### src/rtl/clk_div_pkg.sv
// Shared constants and helpers for the multi-channel clock divider.
package clk_div_pkg;

    // Power-on period and high time (the legacy divide-by-120, 50 % duty).
    localparam int DIV_RST  = 120;
    localparam int HIGH_RST = 60;

    // Ceiling log2 for positive values; clog2(1) = 0.
    function automatic int clog2(input int value);
        int result;
        int v;
        result = 0;
        v      = value - 1;
        while (v > 0) begin
            result = result + 1;
            v      = v >>> 1;
        end
        return result;
    endfunction

    // Width of the channel-select field; never narrower than one bit.
    function automatic int idx_w(input int ch);
        return (ch > 1) ? clog2(ch) : 1;
    endfunction

    // Default channel count and the matching channel-index width.
    localparam int CH_DEF   = 2;
    localparam int CH_IDX_W = idx_w(CH_DEF);

endpackage

### src/rtl/clk_div_chan.sv
// One divider channel: period counter, active/shadow configuration,
// pending flag and registered clock/tick decode.
module clk_div_chan #(
    parameter int CNT_W    = 16,
    parameter int DIV_RST  = clk_div_pkg::DIV_RST,
    parameter int HIGH_RST = clk_div_pkg::HIGH_RST
) (
    input  logic             clk,
    input  logic             rst_n,
    input  logic             en_i,
    input  logic             sync_i,
    input  logic             wr_i,
    input  logic [CNT_W-1:0] wr_div_i,
    input  logic [CNT_W-1:0] wr_high_i,
    output logic             pending_o,
    output logic             clk_o,
    output logic             tick_o
);
    import clk_div_pkg::*;

    localparam logic [CNT_W-1:0] DIV_RST_V  = CNT_W'(DIV_RST);
    localparam logic [CNT_W-1:0] HIGH_RST_V = CNT_W'(HIGH_RST);

    logic [CNT_W-1:0] cnt_q, cnt_d;
    logic [CNT_W-1:0] div_q, div_d;
    logic [CNT_W-1:0] high_q, high_d;
    logic [CNT_W-1:0] sh_div_q, sh_div_d;
    logic [CNT_W-1:0] sh_high_q, sh_high_d;
    logic             pend_q, pend_d;
    logic             clk_q, clk_d;
    logic             tick_q, tick_d;

    logic             wrap;
    logic             restart;
    logic             apply;
    logic [CNT_W:0]   hi_sum;

    // Next-state logic: counting, shadow capture, boundary apply and decode.
    always_comb begin
        wrap    = (cnt_q == div_q - 1'b1);
        // A sync pulse on the wrap cycle is just the ordinary wrap.
        restart = en_i && (wrap || sync_i);
        // Shadow moves to active only at a period boundary, or at once while
        // the channel is idle. The write port is gated by ~pend_q upstream,
        // so a write and an apply never land on the same edge.
        apply   = pend_q && (restart || !en_i);

        cnt_d     = (!en_i || restart) ? '0 : cnt_q + 1'b1;
        div_d     = apply ? sh_div_q  : div_q;
        high_d    = apply ? sh_high_q : high_q;
        sh_div_d  = wr_i  ? wr_div_i  : sh_div_q;
        sh_high_d = wr_i  ? wr_high_i : sh_high_q;
        pend_d    = wr_i || (pend_q && !apply);

        // cnt >= div-high, rearranged as cnt+high >= div in one extra bit so
        // high > div cannot underflow; it simply reads as constant high.
        hi_sum = {1'b0, cnt_q} + {1'b0, high_q};
        clk_d  = en_i && (hi_sum >= {1'b0, div_q});
        tick_d = en_i && wrap;
    end

    // State and output registers.
    always_ff @(posedge clk or negedge rst_n) begin
        if (!rst_n) begin
            cnt_q     <= '0;
            div_q     <= DIV_RST_V;
            high_q    <= HIGH_RST_V;
            sh_div_q  <= DIV_RST_V;
            sh_high_q <= HIGH_RST_V;
            pend_q    <= 1'b0;
            clk_q     <= 1'b0;
            tick_q    <= 1'b0;
        end else begin
            cnt_q     <= cnt_d;
            div_q     <= div_d;
            high_q    <= high_d;
            sh_div_q  <= sh_div_d;
            sh_high_q <= sh_high_d;
            pend_q    <= pend_d;
            clk_q     <= clk_d;
            tick_q    <= tick_d;
        end
    end

    assign pending_o = pend_q;
    assign clk_o     = clk_q;
    assign tick_o    = tick_q;

endmodule

### src/rtl/clk_div_multi.sv
// Multi-channel programmable clock divider: configuration handshake,
// reject flag and CH independent divider channels.
module clk_div_multi #(
    parameter int CH       = clk_div_pkg::CH_DEF,
    parameter int CNT_W    = 16,
    parameter int DIV_RST  = clk_div_pkg::DIV_RST,
    parameter int HIGH_RST = clk_div_pkg::HIGH_RST
) (
    input  logic                                clk,
    input  logic                                rst_n,
    input  logic [CH-1:0]                       en,
    input  logic                                sync_i,
    input  logic                                cfg_valid,
    output logic                                cfg_ready,
    input  logic [clk_div_pkg::idx_w(CH)-1:0]   cfg_ch,
    input  logic [CNT_W-1:0]                    cfg_div,
    input  logic [CNT_W-1:0]                    cfg_high,
    output logic                                cfg_err,
    output logic [CH-1:0]                       clk_o,
    output logic [CH-1:0]                       tick_o
);
    import clk_div_pkg::*;

    localparam int CH_W = idx_w(CH);

    logic [CH-1:0] pend;
    logic [CH-1:0] wr;
    logic          xfer;
    logic          div_ok;
    logic          err_q, err_d;

    // Ready mirrors the selected channel's free shadow; unused codes never accept.
    always_comb begin
        cfg_ready = 1'b0;
        if (32'(cfg_ch) < CH) begin
            cfg_ready = ~pend[cfg_ch];
        end
    end

    // Handshake qualification: a divisor below 2 is consumed but rejected.
    always_comb begin
        xfer   = cfg_valid && cfg_ready;
        div_ok = (cfg_div >= CNT_W'(2));
        err_d  = xfer && !div_ok;
    end

    // Reject flag, one cycle after the offending transfer.
    always_ff @(posedge clk or negedge rst_n) begin
        if (!rst_n) begin
            err_q <= 1'b0;
        end else begin
            err_q <= err_d;
        end
    end

    assign cfg_err = err_q;

    genvar gi;
    generate
        for (gi = 0; gi < CH; gi++) begin : g_chan
            assign wr[gi] = xfer && div_ok && (cfg_ch == CH_W'(gi));

            clk_div_chan #(
                .CNT_W    (CNT_W),
                .DIV_RST  (DIV_RST),
                .HIGH_RST (HIGH_RST)
            ) u_chan (
                .clk       (clk),
                .rst_n     (rst_n),
                .en_i      (en[gi]),
                .sync_i    (sync_i),
                .wr_i      (wr[gi]),
                .wr_div_i  (cfg_div),
                .wr_high_i (cfg_high),
                .pending_o (pend[gi]),
                .clk_o     (clk_o[gi]),
                .tick_o    (tick_o[gi])
            );
        end
    endgenerate

endmodule

### config.mk
export PLATFORM = sky130hd
export DESIGN_NAME = clk_div_multi
export DESIGN_NICKNAME = d
export VERILOG_FILES = /design/src/rtl/clk_div_pkg.sv /design/src/rtl/clk_div_chan.sv /design/src/rtl/clk_div_multi.sv
export SDC_FILE = /design/constraint.sdc
export NUM_CORES = 1
export LEC_CHECK = 0
export ABC_AREA = 1
export CAP_MARGIN = 20
export CORE_MARGIN = 2
export CORE_UTILIZATION = 50
export CTS_BUF_LIST = sky130_fd_sc_hd__clkbuf_4 sky130_fd_sc_hd__clkbuf_8
export DETAILED_ROUTE_END_ITERATION = 7
export PLACE_DENSITY = 0.72
export RECOVER_POWER = 100
export SETUP_SLACK_MARGIN = 0.15
export SLEW_MARGIN = 20
export SYNTH_ARGS = -nofsm -noshare
export SYNTH_HDL_FRONTEND = slang
export SYNTH_SLANG_ARGS = --single-unit
### constraint.sdc
create_clock -name clk -period 2.88 [get_ports clk]
set_clock_uncertainty 0.1 [all_clocks]
set_input_delay 0.576 -clock clk [delete_from_list [all_inputs] [get_ports clk]]
set_output_delay 0.576 -clock clk [all_outputs]
set_load 0.005 [all_outputs]
Word level (Yosys, flattened, before mapping)
Index checks and enable logic that the tools add are counted.

cells by class
  $add $sub $neg = 6
  order comparisons = 4
  equality and inequality tests = 2
  mux-type cells = 4
  bitwise gates (word level) = 2
  reductions and logical operators = 26

operators with widths
  operator                                                                      count
  16-bit by 16-bit adder with 17-bit output                                     2
  17-bit by 16-bit >= comparator with 1-bit output                              2
  16-bit by 1-bit adder with 16-bit output, second input constant               2
  16-bit equality test                                                          2
  16-bit two-way mux                                                            2
  16-bit by 1-bit subtractor with 16-bit output, second input constant          2
  16-bit by 2-bit >= comparator with 1-bit output, second input constant        1
  1-bit logical AND                                                             15
  1-bit logical OR                                                              6
  1-bit zero test                                                               5
  1-bit by 2-bit less-than comparator with 1-bit output, second input constant  1
  1-bit two-way mux                                                             2
  1-bit NOT                                                                     2

word-level totals
  register bits after elaboration = 167
  input port bits = 39
  output and inout port bits = 6
  word-level logic and storage cells = 61

Depth between registers and ports, before layout
  word-level depth = 9
  depth in mapped cells = 21
  gate-level depth less buffers = 21

By module
Synthesis repeated with hierarchy kept, for this count alone.

unflattened totals
  cells, all modules = 1258
  area total of the unflattened synthesis = 10393.7 um2

modules (own cells, without submodules)
  module                           instances  cells an instance  area an instance (um2)
  clk_div_chan (g_chan[1].u_chan)  1          629                5193.7
  clk_div_chan (g_chan[0].u_chan)  1          601                5069.9
  clk_div_multi                    1          28                 130.1

Least setup slack after synthesis
Ideal clock, no wire load.

  path type = register to register
  from = register g_chan[1].u_chan.cnt_q[0]
  to = register g_chan[1].u_chan.clk_q
  setup time = 0.077 ns
  data arrival time = 2.852 ns
  slack = -0.150 ns
  stages on the path, launching flop included = 15
  period minus slack after synthesis = 3.030 ns
  cells stage by stage = dfrtp_1 -> ha_1 -> inv_1 -> fa_1 -> o21ai_0 -> a21oi_1 -> o31ai_1 -> xor2_1 -> ha_1 -> inv_1 -> nor3_1 -> nand3b_1 -> o211ai_1 -> a21oi_1 -> a21oi_1

between the ends
  word-level cells in the longest chain between the ends = 3

ends and longest elaborated chain
  what                                              RTL line            RTL
  from (decl)                                       clk_div_chan.sv:24  logic [CNT_W-1:0] cnt_q, cnt_d;
  from (signal assigned)                            clk_div_chan.sv:74  cnt_q <= cnt_d;
  16-bit by 16-bit adder with 17-bit output         clk_div_chan.sv:57  hi_sum = {1'b0, cnt_q} + {1'b0, high_q};
  17-bit by 16-bit >= comparator with 1-bit output  clk_div_chan.sv:58  clk_d = en_i && (hi_sum >= {1'b0, div_q});
  1-bit logical AND                                 clk_div_chan.sv:58
  named net g_chan[1].u_chan.clk_d                  clk_div_chan.sv:30  logic clk_q, clk_d;
  to (signal assigned)                              clk_div_chan.sv:80  clk_q <= clk_d;
  to (decl)                                         clk_div_chan.sv:30

The timed path passes the listed nets, and every way through them passes these cells.
A chain may end at the register's enable or synchronous reset.

Final worst setup path
  from = register g_chan[0].u_chan.high_q[3]
  to = register g_chan[0].u_chan.clk_q

between the ends
  word-level cells in the longest chain between the ends = 3

ends and longest elaborated chain
  what                                              RTL line            RTL
  from (decl)                                       clk_div_chan.sv:26  logic [CNT_W-1:0] high_q, high_d;
  from (signal assigned)                            clk_div_chan.sv:76  high_q <= high_d;
  16-bit by 16-bit adder with 17-bit output         clk_div_chan.sv:57
  17-bit by 16-bit >= comparator with 1-bit output  clk_div_chan.sv:58
  1-bit logical AND                                 clk_div_chan.sv:58
  named net g_chan[0].u_chan.clk_d                  clk_div_chan.sv:30
  to (signal assigned)                              clk_div_chan.sv:80
  to (decl)                                         clk_div_chan.sv:30

The timed path passes the listed nets, and every way through them passes these cells.

==> impl_metrics.tcl <==
set metrics [dict create \
    grt_use_met3_pct 4.66 \
    fin_nets 1497 \
    design_area_mm2 0.0118 \
    grt_max_degree 66 \
    rsz0062_at_grt "true" \
    power.switching_uw 2990 \
    synth.avg_cell_area_um2 7.88 \
    pwr-share-clk_pct 21.6 \
    violations "capacitance limit, slew limit" \
    cpMostUsedCell "nand2_1" \
    synth_top_area_share_pct 32.6 \
    ff2ff_setup_slack_ps 20 \
    path_buf_inv 3 \
    path_max_fanout 4 \
    yosys_warnings 0 \
    seq_area_frac_synth_pct 40.7 \
    design_power_total_uw 7720 \
    drc_errors 0 \
    startpoint_type "flip-flop" \
    clockBufferDepth 2 \
    layout_commonest_cell "nand2_1" \
    grt-busiest-layer "met2" \
    synth-seq-cells 167 \
    maxCapViolations 1 \
    r2r_end "g_chan[0].u_chan.clk_o" \
    placement.io_buffers 44 \
    final_cell_mix "352 x nand2_1, 151 x inv_1, 134 x dfrtp_1, 100 x nand3_1, 95 x nor2_1" \
    cts_root_buffer "clkbuf_8" \
    yosysUniqueCellTypes 43 \
    arrival_ps 3130 \
    min_from "g_chan[0].u_chan.high_q[2]" \
    use_met2_pct 38.0 \
    seqPwrFrac_pct 42.3 \
    numClockSinks 167 \
    required_ps 3150 \
    cts_tree "built" \
    antennaDiodeCount 0 \
    maxSlewHeadroom_pct -12.4 \
    die_w_um 148 \
    tightest_slew_ps 1690 \
    synth.net_count 1423 \
    antenna_left 0 \
    routed_wirelength_mm 24.9 \
    vias 8671 \
    core-area_mm2 0.0203 \
    drt-pass1-iter-count 5 \
    max-vdd-ir-drop_uv 379 \
    period_share_pct 99.2 \
    rows 52 \
    grtUsageTotal_pct 23.7 \
    post-dp-hpwl_mm 19.3 \
    n_fill_cell 1918 \
    slowest_stage "dfstp_2" \
    end_kind "flip-flop" \
    h-tree-depth 4 \
    pwr_density_cell_mw_per_mm2 652 \
    grt_antenna_before_repair 0 \
    cp_cell_sequence "ha_4, inv_4, o21bai_4, a31oi_4, buf_4, xor2_1, inv_1, ha_1, nand2_1, nor2_1, nand3_1, nand2_1, o21bai_1, nand2_1, nand2_1, nand2_1, nand2_1, nand2_1, a21oi_2, nor2_1" \
    p_leak_uw 0.00587 \
    io_pins 45 \
    seqCellArea_mm2 0.00422 \
    path_delay_family "simple AND/OR/NAND/NOR gates" \
    met1_usage_pct 33.6 \
    switching_share_pct 38.7 \
    layout-drive-gt1-share_pct 13.7 \
    slew_violations 39 \
    drtIter0Drc 646 \
    synth_cells 1314 \
    grt_pass1_wl_mm 41.7 \
    holdWs_ps 374 \
    hold_violations 0 \
    multi_input_area_mm2 0.00542 \
    area_growth_pct 14.3 \
    period_minus_slack_ps 2860 \
    die_y_um 148 \
    wl_per_cell_um 14.9 \
    die-area_mm2 0.0219 \
    synth_area_leader_cell "dfrtp_1" \
    vias_per_cell 5.19 \
    grt_pass1_vias 8389 \
    yosys-top-cells-area "dfrtp_1 33%, nand2_1 13%, ha_1 8.2%" \
    min_path_type "flip-flop to flip-flop" \
    syn-cell-area_mm2 0.0104 \
    finalSetupViolCount 0 \
    clock.fmax_mhz 350 \
    cts_buffers 17 \
    status "complete, but fails checks" \
    path_class "flip-flop to flip-flop" \
    worstRegToRegCells 20 \
    clk_latency_ps 470 \
    hold_depth 2 \
    p_comb_share_pct 36.1 \
    detailed_place.area_mm2 0.0113 \
    grt_overflow 0 \
    intPower_uw 4730 \
    critPathMaxStageDelay_ps 570 \
    holdPathEnd "g_chan[0].u_chan.high_q[2]" \
    path_clk_slew_ps 100 \
    timing.rr.start "g_chan[0].u_chan.high_q[3]" \
    gp_congestion 0.927 \
    start_util_pct 51.0 \
]
-- worst register-to-register path: stages, from the launching register on --
cell      delay (ps)
dfstp_2          570
ha_4             230
inv_4             70
o21bai_4          60
a31oi_4          210
buf_4            160
xor2_1           150
inv_1             60
ha_1             310
nand2_1          100
nor2_1            40
nand3_1           60
nand2_1           60
o21bai_1         140
nand2_1           80
nand2_1           60
nand2_1           50
nand2_1           60
nand2_1           50
a21oi_2          110
nor2_1            40
-- cells by family after synthesis --
kind of cell | after synthesis | share of synthesized area (%)
adders and majority gates | 70 | 8.60
AOI/OAI and AO/OA | 168 | 8.73
DFF | 167 | 40.7
and+or+nand+nor | 646 | 28.1
muxes | 1 | 0.0967
xor gates and xnor gates | 63 | 5.33
buffers and inverters | 199 | 8.42
-- power groups by stage --
| stage | Sequential [µW] | Combinational [µW] | Clock [µW] |
|---|---|---|---|
| after floorplan | 3160 | 2040 | 0 |
| after global placement | 3290 | 2640 | 0 |
| after detailed placement | 3300 | 2720 | 0 |
| after CTS | 3260 | 2780 | 1680 |
| after global routing | 3320 | 3210 | 1790 |
| final | 3270 | 2790 | 1670 |
-- Yosys cell counts (all sizes together) --
master,n
a31oi,4
ha,68
o21a,1
nor3,30
o211ai,2
mux2i,1
a21oi,54
fa,2
nand2,357
nand3b,3
o31ai,1
o21bai,5
o21ai,89
buf,26
nor2,102
o2111ai,4
and3,2
inv,157
a22oi,1
nor3b,4
xnor2,20
a21o,3
a211oi,4
dfrtp,135
xor2,43
nor4,6
nand4,16
dfstp,32
nand3,126
clkbuf,16
-- registers in the layout (all words and copies together), names as in the netlist --
register                 cells
g_chan.u_chan.clk_o          2
g_chan.u_chan.sh_high_q     32
g_chan.u_chan.sh_div_q      32
g_chan.u_chan.high_q        32
g_chan.u_chan.tick_o         2
g_chan.u_chan.pending_o      2
g_chan.u_chan.cnt_q         32
g_chan.u_chan.div_q         32
cfg_err                      1
-- per-stage QoR --
| step | utilization (%) | std cells | worst slack, ps | TNS [ps] |
|---|---|---|---|---|
| global placement | 55.7 | 1631 | 24.8 | 0 |
| CTS | 58.1 | 1667 | -10.7 | -10.7 |
| floorplan | - | 1314 | 106 | 0 |
| detailed placement | 55.7 | 1631 | -61.5 | -76.9 |
| finish | 58.3 | 1671 | 23.1 | 0 |
| global route | 58.3 | 1671 | -249 | -14500 |
-- how the worst max path moves through the flow --
stage / from / to / slack [ps] / depth (start not counted)
after floorplan: g_chan[1].u_chan.cnt_q[0] / g_chan[1].u_chan.clk_o / 110 / 14
after CTS: g_chan[1].u_chan.high_q[2] / g_chan[1].u_chan.clk_o / -10 / 13
after global placement: g_chan[0].u_chan.high_q[5] / g_chan[0].u_chan.clk_o / 20 / 17
final: g_chan[0].u_chan.high_q[3] / g_chan[0].u_chan.clk_o / 20 / 20
after global routing: g_chan[0].u_chan.high_q[3] / g_chan[0].u_chan.clk_o / -250 / 20
after detailed placement: g_chan[1].u_chan.high_q[0] / g_chan[1].u_chan.clk_o / -60 / 14
-- metal layers --
layer | up-vias | routed length [µm]
met5 | - | 0
met4 | 0 | 397
met3 | 33 | 1140
met2 | 168 | 11300
met1 | 4051 | 12100
li1 | 4419 | -
-- timing repair --
action	CTS	global route
setup endpoints to repair	2	74
pin swaps	5	9
buffers inserted	3	4
hold endpoints to repair	34	0
gates resized for setup	17	25
hold buffers	1	0
-- final cells by class --
class,instances,share of cell area [%]
clock buffer,21,2.34
inverter,157,5.00
clock inverter,11,0.962
timing repair buffer,97,7.34
multi-input combinational,948,45.8
sequential,167,35.7
tap,270,2.86
No activity file was read; power rests on OpenSTA's default activity.
